===== src/rtl/gemm_seq_pkg.sv =====
// Shared types for the GEMM tile sequencer: FSM states,
// queued descriptor and per-tile operation bundles.
package gemm_seq_pkg;

    localparam int SEQ_ADDR_W = 20;
    localparam int SEQ_DIM_W  = 16;
    localparam int SEQ_ID_W   = 4;

    typedef enum logic [2:0] {
        ST_IDLE,
        ST_LOAD,
        ST_ISSUE,
        ST_DRAIN,
        ST_DONE_ERR
    } seq_state_e;

    typedef struct packed {
        logic [SEQ_ADDR_W-1:0] dst;
        logic [SEQ_ADDR_W-1:0] act;
        logic [SEQ_ADDR_W-1:0] wgt;
        logic [SEQ_DIM_W-1:0]  m;
        logic [SEQ_DIM_W-1:0]  n;
        logic [SEQ_DIM_W-1:0]  k;
        logic [SEQ_ID_W-1:0]   id;
    } gemm_desc_t;

    typedef struct packed {
        logic [SEQ_ADDR_W-1:0] dst;
        logic [SEQ_ADDR_W-1:0] act;
        logic [SEQ_ADDR_W-1:0] wgt;
        logic                  first_k;
        logic                  last_k;
        logic [SEQ_ID_W-1:0]   id;
    } tile_op_t;

endpackage


===== src/rtl/gemm_cmd_fifo.sv =====
// Synchronous descriptor FIFO with full/empty flags.
// A push is accepted while full when a pop happens in the same cycle.
module gemm_cmd_fifo
    import gemm_seq_pkg::*;
#(
    parameter int DEPTH = 4
) (
    input  logic       clk,
    input  logic       rst,
    input  logic       push,
    input  gemm_desc_t wr_data,
    input  logic       pop,
    output gemm_desc_t rd_data,
    output logic       full,
    output logic       empty
);

    localparam int PW = $clog2(DEPTH);
    localparam int CW = PW + 1;

    gemm_desc_t      mem [DEPTH];
    logic [PW-1:0]   wr_ptr;
    logic [PW-1:0]   rd_ptr;
    logic [CW-1:0]   count;
    logic            do_push;
    logic            do_pop;

    assign do_pop  = pop && !empty;
    assign do_push = push && (!full || do_pop);
    assign full    = (count == CW'(DEPTH));
    assign empty   = (count == '0);
    assign rd_data = mem[rd_ptr];

    // storage array, no reset needed
    always_ff @(posedge clk) begin
        if (do_push)
            mem[wr_ptr] <= wr_data;
    end

    // pointers and occupancy
    always_ff @(posedge clk) begin
        if (rst) begin
            wr_ptr <= '0;
            rd_ptr <= '0;
            count  <= '0;
        end else begin
            if (do_push)
                wr_ptr <= wr_ptr + 1'b1;
            if (do_pop)
                rd_ptr <= rd_ptr + 1'b1;
            if (do_push && !do_pop)
                count <= count + 1'b1;
            else if (do_pop && !do_push)
                count <= count - 1'b1;
        end
    end

endmodule


===== src/rtl/gemm_tile_sequencer.sv =====
// Walks queued GEMM descriptors into ARRAY_SIZE^2 tile ops.
// GEMM_SEQ_PERF_EN adds saturating perf counters.
module gemm_tile_sequencer
    import gemm_seq_pkg::*;
#(
    parameter int ARRAY_SIZE  = 4,
    parameter int DIM_W       = 16,
    parameter int ADDR_W      = 20,
    parameter int QUEUE_DEPTH = 4,
    parameter int MAX_OUT     = 4,
    parameter int ID_W        = 4
) (
    input  logic              clk,
    input  logic              rst,
    input  logic              cmd_valid,
    output logic              cmd_ready,
    input  logic [ADDR_W-1:0] cmd_dst,
    input  logic [ADDR_W-1:0] cmd_act,
    input  logic [ADDR_W-1:0] cmd_wgt,
    input  logic [DIM_W-1:0]  cmd_m,
    input  logic [DIM_W-1:0]  cmd_n,
    input  logic [DIM_W-1:0]  cmd_k,
    input  logic [ID_W-1:0]   cmd_id,
    output logic              tile_valid,
    input  logic              tile_ready,
    output logic [ADDR_W-1:0] tile_dst,
    output logic [ADDR_W-1:0] tile_act,
    output logic [ADDR_W-1:0] tile_wgt,
    output logic              tile_first_k,
    output logic              tile_last_k,
    output logic [ID_W-1:0]   tile_id,
    input  logic              tile_done_in,
    output logic              cmd_done,
    output logic [ID_W-1:0]   cmd_done_id,
    output logic              cmd_err,
    output logic              busy,
    output logic              err_underflow
`ifdef GEMM_SEQ_PERF_EN
    ,
    output logic [31:0]       perf_tiles,
    output logic [31:0]       perf_stall,
    output logic [31:0]       perf_busy
`endif
);

    localparam int LOG_AS = $clog2(ARRAY_SIZE);
    localparam int OW     = $clog2(MAX_OUT + 1);
    localparam logic [ADDR_W-1:0] AS_A  = ADDR_W'(ARRAY_SIZE);
    localparam logic [OW-1:0]     MAX_O = OW'(MAX_OUT);

    seq_state_e        state, state_nx;
    gemm_desc_t        push_desc, head;
    tile_op_t          op;
    logic              fifo_full, fifo_empty;
    logic              push, pop, pending, fire;
    logic              k_end, n_end, m_end, load_bad;
    logic [DIM_W-1:0]  m_t, n_t, k_t;
    logic [DIM_W-1:0]  mt_last, nt_last, kt_last;
    logic [ADDR_W-1:0] act_a, act_row;
    logic [ADDR_W-1:0] wgt_a, wgt_col, wgt_base, wgt_kstride;
    logic [ADDR_W-1:0] dst_a;
    logic [ID_W-1:0]   cur_id;
    logic [OW-1:0]     outstanding;
    logic              ret_ok;

    assign push_desc.dst = cmd_dst;
    assign push_desc.act = cmd_act;
    assign push_desc.wgt = cmd_wgt;
    assign push_desc.m   = cmd_m;
    assign push_desc.n   = cmd_n;
    assign push_desc.k   = cmd_k;
    assign push_desc.id  = cmd_id;

    gemm_cmd_fifo #(
        .DEPTH   (QUEUE_DEPTH)
    ) u_fifo (
        .clk     (clk),
        .rst     (rst),
        .push    (push),
        .wr_data (push_desc),
        .pop     (pop),
        .rd_data (head),
        .full    (fifo_full),
        .empty   (fifo_empty)
    );

    assign cmd_ready  = !fifo_full && !rst;
    assign push       = cmd_valid && cmd_ready;
    assign pending    = !fifo_empty || push;
    assign pop        = (state == ST_LOAD);
    assign tile_valid = (state == ST_ISSUE) && (outstanding != MAX_O);
    assign fire       = tile_valid && tile_ready;
    assign k_end      = (k_t == kt_last);
    assign n_end      = (n_t == nt_last);
    assign m_end      = (m_t == mt_last);
    assign ret_ok     = tile_done_in && (outstanding != '0);
    assign busy       = !fifo_empty || (state != ST_IDLE)
                        || (outstanding != '0);

    assign load_bad = (head.m == '0) || (head.n == '0)
                   || (head.k == '0)
                   || (|head.m[LOG_AS-1:0])
                   || (|head.n[LOG_AS-1:0])
                   || (|head.k[LOG_AS-1:0]);

    assign op.dst     = dst_a;
    assign op.act     = act_a;
    assign op.wgt     = wgt_a;
    assign op.first_k = (state == ST_ISSUE) && (k_t == '0);
    assign op.last_k  = (state == ST_ISSUE) && k_end;
    assign op.id      = cur_id;

    assign tile_dst     = op.dst;
    assign tile_act     = op.act;
    assign tile_wgt     = op.wgt;
    assign tile_first_k = op.first_k;
    assign tile_last_k  = op.last_k;
    assign tile_id      = op.id;
    assign cmd_done_id  = cmd_done ? cur_id : '0;

    // state register
    always_ff @(posedge clk) begin
        if (rst)
            state <= ST_IDLE;
        else
            state <= state_nx;
    end

    // next state and completion pulses
    always_comb begin
        state_nx = state;
        cmd_done = 1'b0;
        cmd_err  = 1'b0;
        unique case (state)
            ST_IDLE: begin
                if (pending)
                    state_nx = ST_LOAD;
            end
            ST_LOAD: begin
                state_nx = load_bad ? ST_DONE_ERR : ST_ISSUE;
            end
            ST_ISSUE: begin
                if (fire && k_end && n_end && m_end)
                    state_nx = ST_DRAIN;
            end
            ST_DRAIN: begin
                if (outstanding == '0) begin
                    cmd_done = 1'b1;
                    state_nx = pending ? ST_LOAD : ST_IDLE;
                end
            end
            ST_DONE_ERR: begin
                cmd_done = 1'b1;
                cmd_err  = 1'b1;
                state_nx = pending ? ST_LOAD : ST_IDLE;
            end
            default: state_nx = ST_IDLE;
        endcase
    end

    // tile counters and incremental address walk
    always_ff @(posedge clk) begin
        if (rst) begin
            m_t         <= '0;
            n_t         <= '0;
            k_t         <= '0;
            mt_last     <= '0;
            nt_last     <= '0;
            kt_last     <= '0;
            act_a       <= '0;
            act_row     <= '0;
            wgt_a       <= '0;
            wgt_col     <= '0;
            wgt_base    <= '0;
            wgt_kstride <= '0;
            dst_a       <= '0;
            cur_id      <= '0;
        end else if (state == ST_LOAD) begin
            m_t         <= '0;
            n_t         <= '0;
            k_t         <= '0;
            mt_last     <= (head.m >> LOG_AS) - 1'b1;
            nt_last     <= (head.n >> LOG_AS) - 1'b1;
            kt_last     <= (head.k >> LOG_AS) - 1'b1;
            act_a       <= head.act;
            act_row     <= head.act;
            wgt_a       <= head.wgt;
            wgt_col     <= head.wgt;
            wgt_base    <= head.wgt;
            wgt_kstride <= ADDR_W'(head.n);
            dst_a       <= head.dst;
            cur_id      <= head.id;
        end else if (fire) begin
            if (!k_end) begin
                k_t   <= k_t + 1'b1;
                act_a <= act_a + AS_A;
                wgt_a <= wgt_a + wgt_kstride;
            end else begin
                k_t   <= '0;
                dst_a <= dst_a + AS_A;
                if (!n_end) begin
                    n_t     <= n_t + 1'b1;
                    act_a   <= act_row;
                    wgt_col <= wgt_col + AS_A;
                    wgt_a   <= wgt_col + AS_A;
                end else begin
                    n_t     <= '0;
                    m_t     <= m_t + 1'b1;
                    act_a   <= act_a + AS_A;
                    act_row <= act_a + AS_A;
                    wgt_col <= wgt_base;
                    wgt_a   <= wgt_base;
                end
            end
        end
    end

    // outstanding tile count and sticky underflow flag
    always_ff @(posedge clk) begin
        if (rst) begin
            outstanding   <= '0;
            err_underflow <= 1'b0;
        end else begin
            if (tile_done_in && outstanding == '0)
                err_underflow <= 1'b1;
            if (fire && !ret_ok)
                outstanding <= outstanding + 1'b1;
            else if (ret_ok && !fire)
                outstanding <= outstanding - 1'b1;
        end
    end

`ifdef GEMM_SEQ_PERF_EN
    // saturating handshake, stall and busy counters
    always_ff @(posedge clk) begin
        if (rst) begin
            perf_tiles <= '0;
            perf_stall <= '0;
            perf_busy  <= '0;
        end else begin
            if (fire && perf_tiles != '1)
                perf_tiles <= perf_tiles + 1'b1;
            if (state == ST_ISSUE && !fire && perf_stall != '1)
                perf_stall <= perf_stall + 1'b1;
            if (busy && perf_busy != '1)
                perf_busy <= perf_busy + 1'b1;
        end
    end
`else
`endif

endmodule

===== config.mk =====
export PLATFORM = sky130hd
export DESIGN_NAME = gemm_tile_sequencer
export DESIGN_NICKNAME = d
export VERILOG_FILES = /design/src/rtl/gemm_seq_pkg.sv /design/src/rtl/gemm_cmd_fifo.sv /design/src/rtl/gemm_tile_sequencer.sv
export SDC_FILE = /design/constraint.sdc
export NUM_CORES = 1
export LEC_CHECK = 0
export CAP_MARGIN = 20
export CELL_PAD_IN_SITES_DETAIL_PLACEMENT = 0
export CELL_PAD_IN_SITES_GLOBAL_PLACEMENT = 1
export CORE_ASPECT_RATIO = 1.75
export CORE_MARGIN = 10
export CORE_UTILIZATION = 33
export CTS_CLUSTER_DIAMETER = 80
export DETAILED_ROUTE_END_ITERATION = 6
export MAX_ROUTING_LAYER = met4
export PLACE_DENSITY_LB_ADDON = 0.1
export SKIP_CTS_REPAIR_TIMING = 1
export SLEW_MARGIN = 20
export SYNTH_ARGS = -nofsm -noshare
export SYNTH_HDL_FRONTEND = slang
export SYNTH_SLANG_ARGS = --single-unit

===== constraint.sdc =====
create_clock -name clk -period 4 [get_ports clk]
set_input_delay 0.8 -clock clk [delete_from_list [all_inputs] [get_ports clk]]
set_output_delay 0.8 -clock clk [all_outputs]
set_load 0.01 [all_outputs]

==> Word level (Yosys, flattened, before mapping) <==
Memory sizes are Yosys's and may differ from the RTL's. A register that Yosys moved wholly into a read port is not among the register bits.
Cells that the tools add are included.
{ "totals": {"memories": 1, "elab_cells": 140, "ramBits": 448, "reg_bits": 250, "rom_bits": 0, "in_bits": 117, "latchBits": 0} }
{ "memory_table": {"columns": ["memory", "depth", "word_bits", "read_ports", "rd_ports_with_merged_regs", "wr", "line_no", "source"], "rows": [
  ["u_fifo.mem", 4, 112, 1, 1, 1, "gemm_cmd_fifo.sv:21", "gemm_desc_t mem [DEPTH];"]
]} }
{ "op_classes": {"reduce_logical": 54, "magnitude_cmp": 0, "multipliers": 0, "n_addsub": 16, "div_mod_pow": 0, "shift": 0, "n_bitwise": 0, "n_mux": 37, "n_eq_ne": 12} }
{ "ops": {"columns": ["op", "count"], "rows": [
  ["20-bit 2-to-1 mux", 17],
  ["16-bit zero test", 4],
  ["20-bit by 3-bit adder with 20-bit output, second input constant", 3],
  ["16-bit by 1-bit adder with 16-bit output, second input constant", 3],
  ["16-bit == test", 3],
  ["14-bit by 1-bit subtractor with 15-bit output, second input constant", 3],
  ["16-bit 2-to-1 mux", 2],
  ["3-bit 2-to-1 mux", 8],
  ["20-bit by 16-bit adder with 20-bit output", 1],
  ["1-bit logical AND", 17],
  ["3-bit one-hot mux with 5 select lines", 1],
  ["3-bit zero test", 3],
  ["1-bit logical OR", 9],
  ["2-bit nonzero test", 4],
  ["2-bit OR reduction", 4],
  ["1-bit zero test", 7],
  ["3-bit by 1-bit adder with 3-bit output, second input constant", 2],
  ["3-bit by 2-bit == test with 1-bit output, second input constant", 2],
  ["3-bit == test, second input constant", 2],
  ["3-bit AND reduction", 2],
  ["3-bit nonzero test", 2],
  ["3-bit by 1-bit subtractor with 3-bit output, second input constant", 2],
  ["1-bit 2-to-1 mux", 5],
  ["2-bit by 1-bit adder with 2-bit output, second input constant", 2],
  ["other kinds (8)", 11]
]} }

==> Depth between registers and ports, before layout <==
{ "depth": {"word_depth": 9, "ltp_mapped": 13} }

==> Modules after synthesis <==
From an unflattened synthesis, not the netlist that was laid out.
{ "unflattened": {"hier_cells": 2236, "area_unflattened_um2": 29375.7} }
{ "by_module_without_submodules": {"columns": ["mod", "area_per_inst_um2", "seq_area_each_um2", "cells_each", "n_inst"], "rows": [
  ["gemm_cmd_fifo", 16718.5, 13633.1, 633, 1],
  ["gemm_tile_sequencer", 12657.1, 4804.6, 1603, 1]
]} }

==> Worst setup path before layout <==
OpenSTA, ideal clock, no wires.
{ "synth_timing": {"kind": "input port to flip-flop", "from": "in rst", "to": "mem u_fifo.mem[0][0] in the netlist's numbering, enable pin", "arrival_time_ns": 4.032, "path_slack_ns": -0.517, "t_required_ns": 3.515, "cell_stages": 3, "path_buffers": 1, "cell_sequence": "clkbuf_1 a21oi_1 and3_1"} }
{ "synth_between": {"elab_chain_len": 6} }
{ "synth_rtl": {"columns": ["item", "line_no", "source"], "rows": [
  ["start: declaration", "gemm_tile_sequencer.sv:14", "input logic rst,"],
  ["1-bit zero test", "gemm_tile_sequencer.sv:87", "assign cmd_ready = !fifo_full && !rst;"],
  ["1-bit logical AND", "gemm_tile_sequencer.sv:87", null],
  ["named net cmd_ready", "gemm_tile_sequencer.sv:16", "output logic cmd_ready,"],
  ["1-bit logical AND", "gemm_tile_sequencer.sv:88", "assign push = cmd_valid && cmd_ready;"],
  ["1-bit logical AND", "gemm_cmd_fifo.sv:29", "assign do_push = push && (!full || do_pop);"],
  ["1-bit 2-to-1 mux", "gemm_cmd_fifo.sv:36", "if (do_push)"],
  ["1-bit 2-to-1 mux (implied by the code)", "gemm_cmd_fifo.sv:37", "mem[wr_ptr] <= wr_data;"],
  ["end: declaration", "gemm_cmd_fifo.sv:21", null]
]} }
The timed path passes the listed nets, and every way through them passes these cells.

==> Final worst setup path <==
{ "layout_timing": {"from": "reg k_t[12]", "to": "out tile_last_k"} }
{ "layout_between": {"elab_chain_len": 2} }
{ "layout_rtl": {"columns": ["item", "line_no", "source"], "rows": [
  ["start: declaration", "gemm_tile_sequencer.sv:57", "logic [DIM_W-1:0] m_t, n_t, k_t;"],
  ["start signal: assignment", "gemm_tile_sequencer.sv:195", "k_t <= k_t + 1'b1;"],
  ["16-bit == test", "gemm_tile_sequencer.sv:93", "assign k_end = (k_t == kt_last);"],
  ["1-bit logical AND", "gemm_tile_sequencer.sv:110", "assign op.last_k = (state == ST_ISSUE) && k_end;"],
  ["end: declaration", "gemm_tile_sequencer.sv:30", "output logic tile_last_k,"]
]} }
Every way passes these cells.

==> impl_metrics.json <==
{
  "dp_hpwl_mm": 61.9,
  "layout_common_cells": "448 x edfxtp_1, 247 x dfxtp_1, 210 x nor2_1, 201 x nand2_1, 191 x clkdlybuf4s50_1",
  "yosysWarningCount": 0,
  "synth_top_area_share_pct": 45.5,
  "routabilityCongestion": 0.815,
  "crit_type": "flop to primary output",
  "swShare_pct": 33.6,
  "antenna_left": 0,
  "path_cells": "xnor2_1 -> nand4_1 -> a2111oi_4 -> buf_4 -> nand2_1 -> nor2_2 -> clkdlybuf4s50_1",
  "vias_per_cell": 5.17,
  "synth_xor_xnor_area_share_pct": 5.42,
  "whs_ps": 455,
  "ioPinCount": 193,
  "cap_violations": 0,
  "pre_cts_ws_ps": 547,
  "nets": 2622,
  "r2r_setup_slack_ps": 720,
  "cp.required_ps": 3200,
  "fin_ws_ps": 261,
  "peakVddDrop_mv": 0.469,
  "synth_area_leaders": "edfxtp_1 45%, dfxtp_1 17%, mux4_2 8.0%",
  "fin_util_pct": 39.8,
  "fmax_mhz": 267,
  "final_layout_size_suffix_gt1_share_pct": 12.2,
  "n_fill_cell": 8404,
  "p_sw_mw": 7.80,
  "start_util_pct": 33.2,
  "setup_tns_ps": 0,
  "powerDensity_mw_per_mm2": 654,
  "setup_violations": 0,
  "die_w_um": 246,
  "synthSimpleGateAreaFrac_pct": 10.9,
  "grt_pass1_vias": 20474,
  "ys_seq_elements": 697,
  "multiInputGateArea_mm2": 0.0105,
  "p_leak_nw": 11.6,
  "seq_power_share_pct": 41.4,
  "syn_avg_cell_area_um2": 13.1,
  "synth_ff_type": "edfxtp_1",
  "fin_crit_ps": 3740,
  "rsz0062_at_grt": "false",
  "synthArstFlopShare_pct": 0,
  "wl_per_cell_um": 24.1,
  "startpoint_type": "flop",
  "synth_top_family_by_area": "simple AND/OR/NAND/NOR gates",
  "crit_path_max_incr_delay_ps": 580,
  "die_y_um": 416,
  "status": "finished, final reports clean",
  "final_cells": 3703,
  "htreeDepth": 3,
  "synth.net_count": 2418,
  "p_int_mw": 15.4,
  "clkPwrFrac_pct": 29.2,
  "cts.sinks": 697,
  "synth-compound-area-share_pct": 8.33,
  "drc": 0,
  "slew_headroom_pct": 39.1,
  "cts_tree": "done",
  "p_comb_share_pct": 29.4,
  "synth_largest_area_cell": "edfxtp_1",
  "antenna_found_initial": 9,
  "hold_viol_final": 0,
  "min_period_over_period_pct": 93.5,
  "synthMuxAreaShare_pct": 8.92,
  "cts_buffers": 70,
  "num_vias": 19162,
  "core-area_mm2": 0.0891,
  "row_count": 145,
  "yosysSeqAreaShare_pct": 62.3,
  "overflow": 0,
  "synth_edf_count": 448,
  "area_growth_pct": 19.8,
  "syn_inst": 2263,
  "hp-class": "flop to flop",
  "clock_skew_ps": 23.0,
  "clock_path_buffers": 3,
  "drt-initial-drc-count": 1121,
  "clk_pin_slew_worst_paths_ps": 70,
  "clock-root-buffer": "clkbuf_16",
  "regArea_mm2": 0.0184,
  "clk_latency_ps": 650,
  "drv_slew": 0,
  "syn_area_mm2": 0.0296,
  "routed_wl_mm": 89.4,
  "worst-path-max-fanout": 6,
  "yosys.area_share.adder_pct": 1.68,
  "dpl.cell_count": 3571,
  "grt_pass1_wl_mm": 134,
  "grt_usage_pct": 17.9,
  "grt_max_degree": 128,
  "worstMarginPinSlew_ps": 910,
  "cp.arrival_ps": 2940,
  "ys_types": 87,
  "end_kind": "primary output",
  "layout.cells.most_common": "edfxtp_1",
  "firstDrtPassIters": 5,
  "dieArea_mm2": 0.103,
  "slowest_stage": "clkdlybuf4s50_1",
  "io_buffers": 192
}
[per-stage QoR]
step           power [mW]  area [µm²]
2_1_floorplan        13.7       29600
3_3_place_gp         16.6       33100
3_5_place_dp         16.7       33100
4_1_cts              23.6       35400
5_1_grt              24.4       35400
6_report             23.2       35400
[power by group through the flow]
stage	sequential (mW)	combinational, mW	clock [mW]
5_1_grt	9.72	7.48	7.25
2_1_floorplan	9.42	4.29	0
6_report	9.60	6.81	6.78
4_1_cts	9.62	6.95	6.99
3_3_place_gp	9.74	6.86	0
3_5_place_dp	9.77	6.92	0
[synth_stat cells, types with 24 or more instances]
cell type	n
edfxtp_1	448
dfxtp_1	249
nor2_1	212
nand2_1	202
a21oi_1	130
mux4_2	105
xnor2_1	105
xor2_1	78
clkbuf_1	73
o21ai_0	57
a211oi_1	51
nor3_1	47
nand3_1	44
nand4_1	44
ha_1	35
inv_1	32
nor4_1	30
and3_1	24
[cell families (layout without fill, tap and decap cells)]
| logic type | after synthesis | after routing |
|---|---|---|
| mux | 127 | 127 |
| buf+inv | 155 | 412 |
| compound gates | 377 | 377 |
| other cells | 0 | 7 |
| xor+xnor | 183 | 183 |
| flops | 697 | 697 |
| simple gates | 686 | 686 |
| fa+ha+maj | 38 | 38 |
[layer usage]
| metal | up-vias | GRT usage (%) | part of all wire [%] |
|---|---|---|---|
| met3 | 114 | 2.82 | 4.3 |
| met2 | 432 | 31.6 | 53 |
| met5 | - | - | 0 |
| met4 | 0 | 6.84 | 3.0 |
| met1 | 9660 | 20.0 | 40 |
| li1 | 8956 | - | - |
[worst max-delay path, delay by kind of cell (launching register included)]
family                 cells  cell delay (ps)
AND/OR/NAND/NOR            3              460
flip-flops                 1              450
AO/OA/AOI/OAI              1              420
XOR/XNOR                   1              160
buffers and inverters      2              790
[worst paths after layout]
check,startpoint,endpoint,depth (start not counted)
worst min-delay path,act_row[6]$_SDFFE_PP0P_,act_row[6]$_SDFFE_PP0P_,2
worst max register to register,flop,nt_last[10]$_SDFFE_PP0P_,9
worst min register to register,act_row[6]$_SDFFE_PP0P_,act_row[6]$_SDFFE_PP0P_,2
worst max-delay path,k_t[12]$_SDFFE_PP0P_,tile_last_k,7
[flip-flops by register name, summed over array words and instances (netlist names), 20 cells and up, named ones only]
signal      count
tile_act       20
tile_wgt       20
u_fifo.mem    448
wgt_base       20
tile_dst       20
act_row        20
wgt_col        20
[area by class of cell]
class                      count  share of cell area (%)
sequential                   697                    52.1
tap                         1176                    4.15
antenna                        7                  0.0494
timing repair buffer         254                    7.22
clock inverter                33                    1.21
multi-input combinational   1411                    29.6
clock buffer                  92                    5.32
inverter                      33                   0.350
Power figures use the tool's default switching activity.
